File: src/rtl/redmule_mx_roundtrip_monitor_if.sv
// redmule_mx_roundtrip_monitor_if: encoder-input / decoder-output taps of the MX round-trip datapath
// Signals: in_valid/in_ready/in_data   FP16 beat entering the MX encoder
//          out_valid/out_ready/out_data FP16 beat leaving the MX decoder
// master drives the taps (datapath side), slave only observes them (monitor side)
interface redmule_mx_roundtrip_monitor_if #(
   parameter int BITW      = 16,
   parameter int NUM_LANES = 4
) ();
   logic                      in_valid;
   logic                      in_ready;
   logic [NUM_LANES*BITW-1:0] in_data;
   logic                      out_valid;
   logic                      out_ready;
   logic [NUM_LANES*BITW-1:0] out_data;
   modport master (output in_valid, in_ready, in_data, out_valid, out_ready, out_data);
   modport slave  (input  in_valid, in_ready, in_data, out_valid, out_ready, out_data);
endinterface

File: src/rtl/redmule_mx_roundtrip_monitor.sv
// redmule_mx_roundtrip_monitor: passive FP16->MXFP8->FP16 scoreboard with ULP-tolerant lane compare
// Ports: clk_i, rst_i (sync, active-high), clear_i (sync clear, same effect as reset)
//        taps         slave view of encoder-input and decoder-output handshakes/data
//        elem_cnt_o   elements compared (wrapping)     err_cnt_o  failing elements (saturating)
//        max_err_o    largest lane error since clear   block_done_o/block_pass_o per-block verdict pulse
//        overflow_o   sticky push-while-full           underflow_o sticky pop-while-empty
module redmule_mx_roundtrip_monitor #(
   parameter int BITW      = 16,
   parameter int NUM_LANES = 4,
   parameter int NUM_ELEMS = 32,
   parameter int DEPTH     = 16,
   parameter int TOL_ULP   = 128
) (
   input  logic                          clk_i,
   input  logic                          rst_i,
   input  logic                          clear_i,
   redmule_mx_roundtrip_monitor_if.slave taps,
   output logic [31:0]                   elem_cnt_o,
   output logic [15:0]                   err_cnt_o,
   output logic [11:0]                   max_err_o,
   output logic                          block_done_o,
   output logic                          block_pass_o,
   output logic                          overflow_o,
   output logic                          underflow_o
);
   localparam int W     = NUM_LANES * BITW;
   localparam int BEATS = NUM_ELEMS / NUM_LANES;
   localparam int AW    = $clog2(DEPTH);
   localparam int CW    = AW + 1;
   localparam int BCW   = (BEATS > 1) ? $clog2(BEATS) : 1;
   localparam int NFW   = $clog2(NUM_LANES + 1);

   function automatic logic [11:0] lane_err(input logic [BITW-1:0] a, input logic [BITW-1:0] b);
      logic [4:0]  ea;
      logic [4:0]  eb;
      logic [10:0] big;
      logic [10:0] sml;
      ea = a[14:10];
      eb = b[14:10];
      if (a == b || (a[14:0] == 15'd0 && b[14:0] == 15'd0)) return 12'd0;
      if (ea == 5'd0 || ea == 5'd31 || eb == 5'd0 || eb == 5'd31) return 12'hFFF;
      if (ea == eb) return (a[9:0] > b[9:0]) ? 12'(a[9:0] - b[9:0]) : 12'(b[9:0] - a[9:0]);
      if (ea == eb + 5'd1 || eb == ea + 5'd1) begin
         // the larger-exponent operand is aligned against the other shifted down by one binade
         big = (ea > eb) ? {1'b1, a[9:0]} : {1'b1, b[9:0]};
         sml = ((ea > eb) ? {1'b1, b[9:0]} : {1'b1, a[9:0]}) >> 1;
         return 12'(big - sml);
      end
      return 12'hFFF;
   endfunction

   logic           flush;
   logic           push_req;
   logic           pop_req;
   logic           empty;
   logic           full;
   logic           push;
   logic           pop;
   logic [W-1:0]   mem [DEPTH];
   logic [W-1:0]   head;
   logic [AW-1:0]  wr_ptr;
   logic [AW-1:0]  rd_ptr;
   logic [CW-1:0]  count;

   assign flush    = rst_i | clear_i;
   assign push_req = taps.in_valid & taps.in_ready;
   assign pop_req  = taps.out_valid & taps.out_ready;
   assign empty    = count == CW'(0);
   assign full     = count == CW'(DEPTH);
   assign pop      = pop_req & ~empty;
   // a full FIFO still accepts a push when the head leaves in the same cycle
   assign push     = push_req & (~full | pop);
   assign head     = mem[rd_ptr];

   always_ff @(posedge clk_i)
      if (push && !flush) mem[wr_ptr] <= taps.in_data;

   always_ff @(posedge clk_i) begin
      if (flush) begin
         wr_ptr      <= '0;
         rd_ptr      <= '0;
         count       <= '0;
         overflow_o  <= 1'b0;
         underflow_o <= 1'b0;
      end else begin
         if (push) wr_ptr <= wr_ptr + 1'b1;
         if (pop) rd_ptr <= rd_ptr + 1'b1;
         count <= count + CW'(push) - CW'(pop);
         if (push_req && full && !pop) overflow_o <= 1'b1;
         if (pop_req && empty) underflow_o <= 1'b1;
      end
   end

   logic [11:0]          cur_err [NUM_LANES];
   logic [NUM_LANES-1:0] cur_fail;

   always_comb begin
      for (int l = 0; l < NUM_LANES; l++) begin
         cur_err[l]  = lane_err(head[BITW*l +: BITW], taps.out_data[BITW*l +: BITW]);
         cur_fail[l] = cur_err[l] > 12'(TOL_ULP);
      end
   end

   logic                 s1_valid;
   logic [11:0]          s1_err [NUM_LANES];
   logic [NUM_LANES-1:0] s1_fail;

   always_ff @(posedge clk_i) begin
      if (flush) begin
         s1_valid <= 1'b0;
         s1_fail  <= '0;
         for (int l = 0; l < NUM_LANES; l++) s1_err[l] <= '0;
      end else begin
         s1_valid <= pop;
         if (pop) begin
            s1_fail <= cur_fail;
            for (int l = 0; l < NUM_LANES; l++) s1_err[l] <= cur_err[l];
         end
      end
   end

   logic [11:0]    beat_max;
   logic [NFW-1:0] n_fail;
   logic [16:0]    err_sum;
   logic [BCW-1:0] beat_cnt;
   logic           blk_fail;

   always_comb begin
      beat_max = '0;
      n_fail   = '0;
      for (int l = 0; l < NUM_LANES; l++) begin
         beat_max = (s1_err[l] > beat_max) ? s1_err[l] : beat_max;
         n_fail   = n_fail + NFW'(s1_fail[l]);
      end
   end

   assign err_sum = {1'b0, err_cnt_o} + 17'(n_fail);

   always_ff @(posedge clk_i) begin
      if (flush) begin
         elem_cnt_o   <= '0;
         err_cnt_o    <= '0;
         max_err_o    <= '0;
         block_done_o <= 1'b0;
         block_pass_o <= 1'b0;
         beat_cnt     <= '0;
         blk_fail     <= 1'b0;
      end else begin
         block_done_o <= 1'b0;
         block_pass_o <= 1'b0;
         if (s1_valid) begin
            elem_cnt_o <= elem_cnt_o + 32'(NUM_LANES);
            err_cnt_o  <= err_sum[16] ? 16'hFFFF : err_sum[15:0];
            max_err_o  <= (beat_max > max_err_o) ? beat_max : max_err_o;
            if (beat_cnt == BCW'(BEATS - 1)) begin
               block_done_o <= 1'b1;
               block_pass_o <= ~(blk_fail | (|s1_fail));
               beat_cnt     <= '0;
               blk_fail     <= 1'b0;
            end else begin
               beat_cnt <= beat_cnt + 1'b1;
               blk_fail <= blk_fail | (|s1_fail);
            end
         end
      end
   end
endmodule

File: src/flat_wrapper.sv
// flat-port wrapper written by rule: the top's interface ports become plain ports
module redmule_mx_roundtrip_monitor_flat 
#(
   parameter int BITW      = 16,
   parameter int NUM_LANES = 4,
   parameter int NUM_ELEMS = 32,
   parameter int DEPTH     = 16,
   parameter int TOL_ULP   = 128
)
  (clk_i, rst_i, clear_i, elem_cnt_o, err_cnt_o, max_err_o, block_done_o, block_pass_o, overflow_o, underflow_o, taps_in_valid, taps_in_ready, taps_in_data, taps_out_valid, taps_out_ready, taps_out_data);
  redmule_mx_roundtrip_monitor_if #(.BITW(BITW), .NUM_LANES(NUM_LANES)) taps_i ();
  input  logic clk_i;
  input  logic rst_i;
  input  logic clear_i;
  output logic [31:0] elem_cnt_o;
  output logic [15:0] err_cnt_o;
  output logic [11:0] max_err_o;
  output logic block_done_o;
  output logic block_pass_o;
  output logic overflow_o;
  output logic underflow_o;
  input wire logic [$bits(taps_i.in_valid)-1:0] taps_in_valid;
  input wire logic [$bits(taps_i.in_ready)-1:0] taps_in_ready;
  input wire logic [$bits(taps_i.in_data)-1:0] taps_in_data;
  input wire logic [$bits(taps_i.out_valid)-1:0] taps_out_valid;
  input wire logic [$bits(taps_i.out_ready)-1:0] taps_out_ready;
  input wire logic [$bits(taps_i.out_data)-1:0] taps_out_data;
  assign taps_i.in_valid = taps_in_valid;
  assign taps_i.in_ready = taps_in_ready;
  assign taps_i.in_data = taps_in_data;
  assign taps_i.out_valid = taps_out_valid;
  assign taps_i.out_ready = taps_out_ready;
  assign taps_i.out_data = taps_out_data;
  redmule_mx_roundtrip_monitor #(.BITW(BITW), .NUM_LANES(NUM_LANES), .NUM_ELEMS(NUM_ELEMS), .DEPTH(DEPTH), .TOL_ULP(TOL_ULP)) u_core (.clk_i(clk_i), .rst_i(rst_i), .clear_i(clear_i), .taps(taps_i), .elem_cnt_o(elem_cnt_o), .err_cnt_o(err_cnt_o), .max_err_o(max_err_o), .block_done_o(block_done_o), .block_pass_o(block_pass_o), .overflow_o(overflow_o), .underflow_o(underflow_o));
endmodule
File: config.mk
export PLATFORM = sky130hd
export DESIGN_NAME = redmule_mx_roundtrip_monitor_flat
export DESIGN_NICKNAME = d
export VERILOG_FILES = /design/src/rtl/redmule_mx_roundtrip_monitor_if.sv /design/src/rtl/redmule_mx_roundtrip_monitor.sv /design/src/flat_wrapper.sv
export SDC_FILE = /design/constraint.sdc
export NUM_CORES = 2
export LEC_CHECK = 0
export ABC_AREA = 1
export BUFFER_PORTS_ARGS = -buffer_cell sky130_fd_sc_hd__buf_2
export CAP_MARGIN = 20
export CORE_UTILIZATION = 30
export DETAILED_ROUTE_END_ITERATION = 12
export PLACE_DENSITY = 0.52
export SYNTH_ARGS = -nofsm -noshare
export SYNTH_HDL_FRONTEND = slang
export SYNTH_SLANG_ARGS = --single-unit
File: constraint.sdc
create_clock -name clk_i -period 9.8 [get_ports clk_i]
set_input_delay 1.96 -clock clk_i [delete_from_list [all_inputs] [get_ports clk_i]]
set_output_delay 1.96 -clock clk_i [all_outputs]
set_load 0.02 [all_outputs]
[Yosys cells after proc, flatten, opt, wreduce, memory -nomap -nowiden]
Memories as Yosys holds them, arrays and structs flattened. A register that Yosys moved wholly into a read port is not among the register bits.
Index checks and enable logic that the tools add are counted.
Operators by class
  add/sub/neg operators: 30
  $lt $le $gt $ge: 17
  equality and inequality tests: 26
  mux-type cells: 105
  bitwise operators: 16
  reduce and logical (&&, ||, !) cells: 51
Operator list (count)
  $mux W12: 44
  $logic_not A15 Y1: 8
  $sub A10 B10 Y11: 8
  $mux W10: 8
  $eq A16 B16 Y1: 4
  $eq A5 B5 Y1: 12
  $mux W1: 49
  $gt A12 B12 Y1: 4
  $gt A12 B8 Y1 const B: 4
  $sub A11 B10 Y12: 4
  $eq A5 B5 Y1 const B: 9
  $logic_not A5 Y1: 9
  $add A5 B1 Y5 const B: 8
  $gt A10 B10 Y1: 4
  $add A32 B3 Y32 const B: 1
  $gt A5 B5 Y1: 4
  $logic_or A1 B1 Y1: 20
  $add A16 B3 Y17: 1
  $mux W16: 1
  $gt A12 B1 Y1 const B: 1
  $add A4 B1 Y4 const B: 2
  $logic_and A1 B1 Y1: 8
  $mux W4: 2
  $or A1 B1 Y1: 7
  14 further kinds: 23
Storage, ports and cells
  register bits after elaboration: 86
  RAM bits: 1072
  input bits: 135
  output and inout bits: 64
  logic and storage cells: 261
  memories: 2
Memory list
  u_core.mem: depth 16, width 64, read ports 1, clocked after Yosys merged registers in 1, wr ports 1, RTL line redmule_mx_roundtrip_monitor.sv:59  | logic [W-1:0] mem [DEPTH];
  u_core.s1_err: depth 4, width 12, read ports 4, clocked after Yosys merged registers in 0, wr ports 4, RTL line redmule_mx_roundtrip_monitor.sv:105  | logic [11:0] s1_err [NUM_LANES];

[Depth between registers and ports, before layout]
  depth in word-level cells: 16
  mapped depth: 41
  gate-level depth less buffers: 40

[Worst setup path before layout]
No wires, ideal clock.
  path type: in2reg
  from: input clear_i
  to: memory u_core.mem[7][0] in the netlist's numbering, enable pin
  setup time: 0.565 ns
  data arrival time: 7.137 ns
  data required time: 9.235 ns
  slack: 2.099 ns
  stages: 5
  path buffers: 2
  cells stage by stage: nor2_1 -> inv_1 -> clkbuf_1 -> clkbuf_1 -> nor3_1
Between the ends
  word-level cells in the longest chain between the ends: 5
RTL lines
  from (decl): RTL line flat_wrapper.sv:14  | input logic clear_i;
  $or A1 B1 Y1: RTL line redmule_mx_roundtrip_monitor.sv:65  | assign flush = rst_i | clear_i;
  $logic_not A1 Y1: RTL line redmule_mx_roundtrip_monitor.sv:76  | if (push && !flush) mem[wr_ptr] <= taps.in_data;
  $logic_and A1 B1 Y1: RTL line redmule_mx_roundtrip_monitor.sv:76
  $mux W1: RTL line redmule_mx_roundtrip_monitor.sv:76
  $mux W1 (not written as such): RTL line redmule_mx_roundtrip_monitor.sv:76
  to (decl): RTL line redmule_mx_roundtrip_monitor.sv:59
No other way between the ends.

==> implementation parameters <==
Parameter                              Value

Outcome
  Run status ... complete, no violations

Clock network
  Clock tree from TritonCTS ... done
  Count of hold-fix buffers inserted at cts ... 0
  Clock edge transition at the registers on the reported setup and hold paths ... 0.06 ns
  Post-cts resize count ... 0
  Clock tree buffer depth ... 3
  Setup Buffers After CTS ... 0
  CTS root buffer ... clkbuf_16
  Number of H-tree levels ... 4
  CTS Sinks ... around 1200
  Clock Latency Late Sink ... roughly 0.80 ns
  Num CTS Buffers ... 131

Routing
  Met2 wire length ... roughly 85 mm
  Post-route DRC violation count ... 0
  Vias after detailed routing ... 41930
  Post-DR vias/cell ... about 5.0
  Met1 WL ... 78.2 mm
  Initial DRC count ... 3101
  DR WL met3 ... 10.3 mm
  Uppermost metal layer occupied by signal nets ... met5
  Pre-antenna DRT Iters ... 6
  Post-detailed-route count of antenna-violating nets ... 0
  Wirelength, routed ... 178 mm
  WL per Instance ... between 20 and 25 µm

Placed design
  Post-DP HPWL ... 110 mm
  Total of buffers placed on input and output ports ... 196
  Global placer's final weighted congestion ... roughly 0.91

Final layout
  Syn-to-layout area delta ... 12.9%
  Number of nets in the final layout ... about 6100
  Flip-flop and latch area ... 0.0340 mm²
  Share of cells above drive strength 1 ... 0.0911
  Area of the multi-input gates ... 0.0201 mm²
  Final Core Density ... 0.341
  FILL cells ... 19126

Timing
  Worst hold margin ... 0.460 ns
  Max_slew headroom ... 0.295
  RSZ-0062 raised after global routing ... no
  Total negative slack for setup checks ... 0 ns
  Maximum operating frequency ... 145 MHz
  Clock period minus final worst setup slack ... 6.88 ns
  Crit share post-route ... 0.702
  Slew at the pin closest to its max-slew limit ... 1.06 ns
  Final Skew ... 0.0452 ns
  Number of hold violations in the final report ... 0
  Total of endpoints with negative setup slack in the final report ... 0
  Total count of max-transition violations in the final report ... 0

Floorplanning
  Standard cell core area ... about 0.19 mm²
  Die X-Extent ... 440 µm
  Starting Density ... 0.302
  Height of the die ... 440 µm
  Row cnt ... 160
  I/O pins ... about 200
  Die area ... ~0.19 mm²

Worst setup path
  Largest fanout of any net on the critical path ... 99
  Critical path endpoint category ... flop
  Required time worst endpoint ... between 10 and 15 ns
  Slowest Stage Delay on Critical Path ... 0.60 ns
  Cell mode on critical path ... nand2_1
  Crit path buffers/inverters ... 6
  CP max stage cell ... buf_4
  FF-to-FF setup slack ... just under 3 ns
  CP Launch Type ... flop
  Data arrival time of the worst path ... ~7.6 ns
  Path type of the worst setup path ... reg -> reg
  Delay-heaviest family, CP ... buffers and inverters

Yosys
  Most repeated cell in the gate-level netlist after synthesis ... edfxtp_1
  Area share of the largest cell type after synthesis ... 0.560
  Number of enable-type register cells in the synthesized netlist ... roughly 1100
  Yosys cell types ... between 60 and 70
  Warnings from Yosys ... 0
  Biggest area consumer among synthesized cells ... edfxtp_1
  Total of flip-flops plus latches after synthesis ... about 1200
  Proportion of synthesized chip area in sequential cells ... 0.590
  Avg Synthesized Cell Area ... 10.3 µm²
  Top FF cell, synth ... edfxtp_1
  Post-synthesis instance area ... 0.0575 mm²
  Top cells by area in the synthesized netlist ... edfxtp_1, nand2_1, ha_1
  Synth top cells by count ... edfxtp_1, nand2_1, nor2_1
  Post-synthesis async set-or-reset flop share ... 0
  Post-Syn Instances ... between 5000 and 6000

Power and ir drop
  Power density over the cells ... around 180 mW/mm²
  Maximum VDD drop ... 136 µV
  Overall power ... 11.5 mW
  Leakage power ... roughly 24 nW

Global route
  Global-route wire length before repair ... 261 mm
  Antenna violations before repair ... 57
  Vias in the first global route ... 39798
  Largest net degree at the start of global routing ... 172
  Aggregate global-route resource usage ... 0.181
  Residual overflow from global routing ... 0

Min path
  Hold Crit Start ... u_core.elem_cnt_o[31]
  Type of the worst min-delay path ... reg -> reg

Flow run
  Max Cap Viol ... 0
==> metrics by stage <==
| stage | area, µm² | setup WS, ns | std cells |
|---|---|---|---|
| 5_1_grt | 64900 | 2.22 | 8349 |
| 4_1_cts | 64900 | 2.94 | 8338 |
| 3_5_place_dp | 60700 | 2.93 | 8104 |
| 6_report | 64900 | 2.92 | 8359 |
| 3_3_place_gp | 60700 | 3.01 | 8104 |
| 2_1_floorplan | 57500 | 2.10 | 5611 |
==> state kept, by name (all words and copies together), names as in the netlist, named ones only <==
name	cells
u_core.err_cnt_o	16
u_core.wr_ptr	4
u_core.mem	1024
u_core.s1_valid	1
u_core.overflow_o	1
u_core.count	5
u_core.blk_fail	1
u_core.s1_err	48
u_core.elem_cnt_o	30
u_core.rd_ptr	4
u_core.block_pass_o	1
u_core.underflow_o	1
u_core.max_err_o	12
u_core.block_done_o	1
u_core.beat_cnt	3
u_core.s1_fail	4
==> logic make-up (layout without fill, tap and decap cells) <==
group           after synthesis  after routing  synth area share
compound gates             1219           1219             0.123
xor+xnor                     80             80            0.0122
fa+ha+maj                   253            253            0.0570
buf+inv                     792           1008            0.0631
flops                      1160           1160             0.590
mux                           1              1          0.000174
other cells                   1             23         0.0000652
simple gates               2104           2104             0.154
==> layout make-up <==
cell class              count  share of cell area
well taps                2511              0.0484
multi-input cells        3659               0.309
flip-flops and latches   1160               0.523
clock buffers             165              0.0528
clock inverters            69              0.0117
repair buffers            258              0.0238
inverters                 516              0.0302
diodes                     21            0.000809
==> metal layers <==
metal | track usage | up-vias
met4 | 0.0542 | 30
met3 | 0.0327 | 256
met2 | 0.301 | 1208
li1 | - | 19976
met1 | 0.238 | 20460
met5 | 0 | -
==> worst reg2reg max path: cells and delay by family (launching register included) <==
kind	cells	cell delay, ns
buf+inv	6	2.33
simple gates	13	1.73
compound gates	5	1.43
fa+ha+maj	2	0.67
flops	1	0.43
xor+xnor	1	0.16
==> final timing paths <==
kind                                               to  cells past startpoint
worst max-delay path                u_core.s1_fail[0]                     27
worst min-delay path            u_core.elem_cnt_o[31]                      2
worst max register to register      u_core.s1_fail[0]                     27
worst min register to register  u_core.elem_cnt_o[31]                      2
==> cell usage in the layout (no fill, tap or decap), types with 15 or more instances in the layout <==
master	count
edfxtp_1	1072
nand2_1	848
nor2_1	725
o21ai_0	584
inv_1	480
nand3_1	336
ha_1	238
a21oi_1	220
buf_2	196
clkbuf_16	132
o221ai_1	118
o211ai_1	92
dfxtp_1	84
o21ai_1	77
xor2_1	63
nand4_1	56
buf_4	54
nor3_1	47
clkinv_1	42
o22ai_1	36
clkbuf_1	33
inv_2	22
diode_2	21
xnor2_1	17
nand2_2	16
fa_1	15
==> power breakdown <==
group          switching, mW  internal [mW]
clock                   2.09           2.66
sequential            0.0205           5.43
combinational          0.902          0.426
total                   3.01           8.52
No activity file was read; power rests on OpenSTA's default activity.
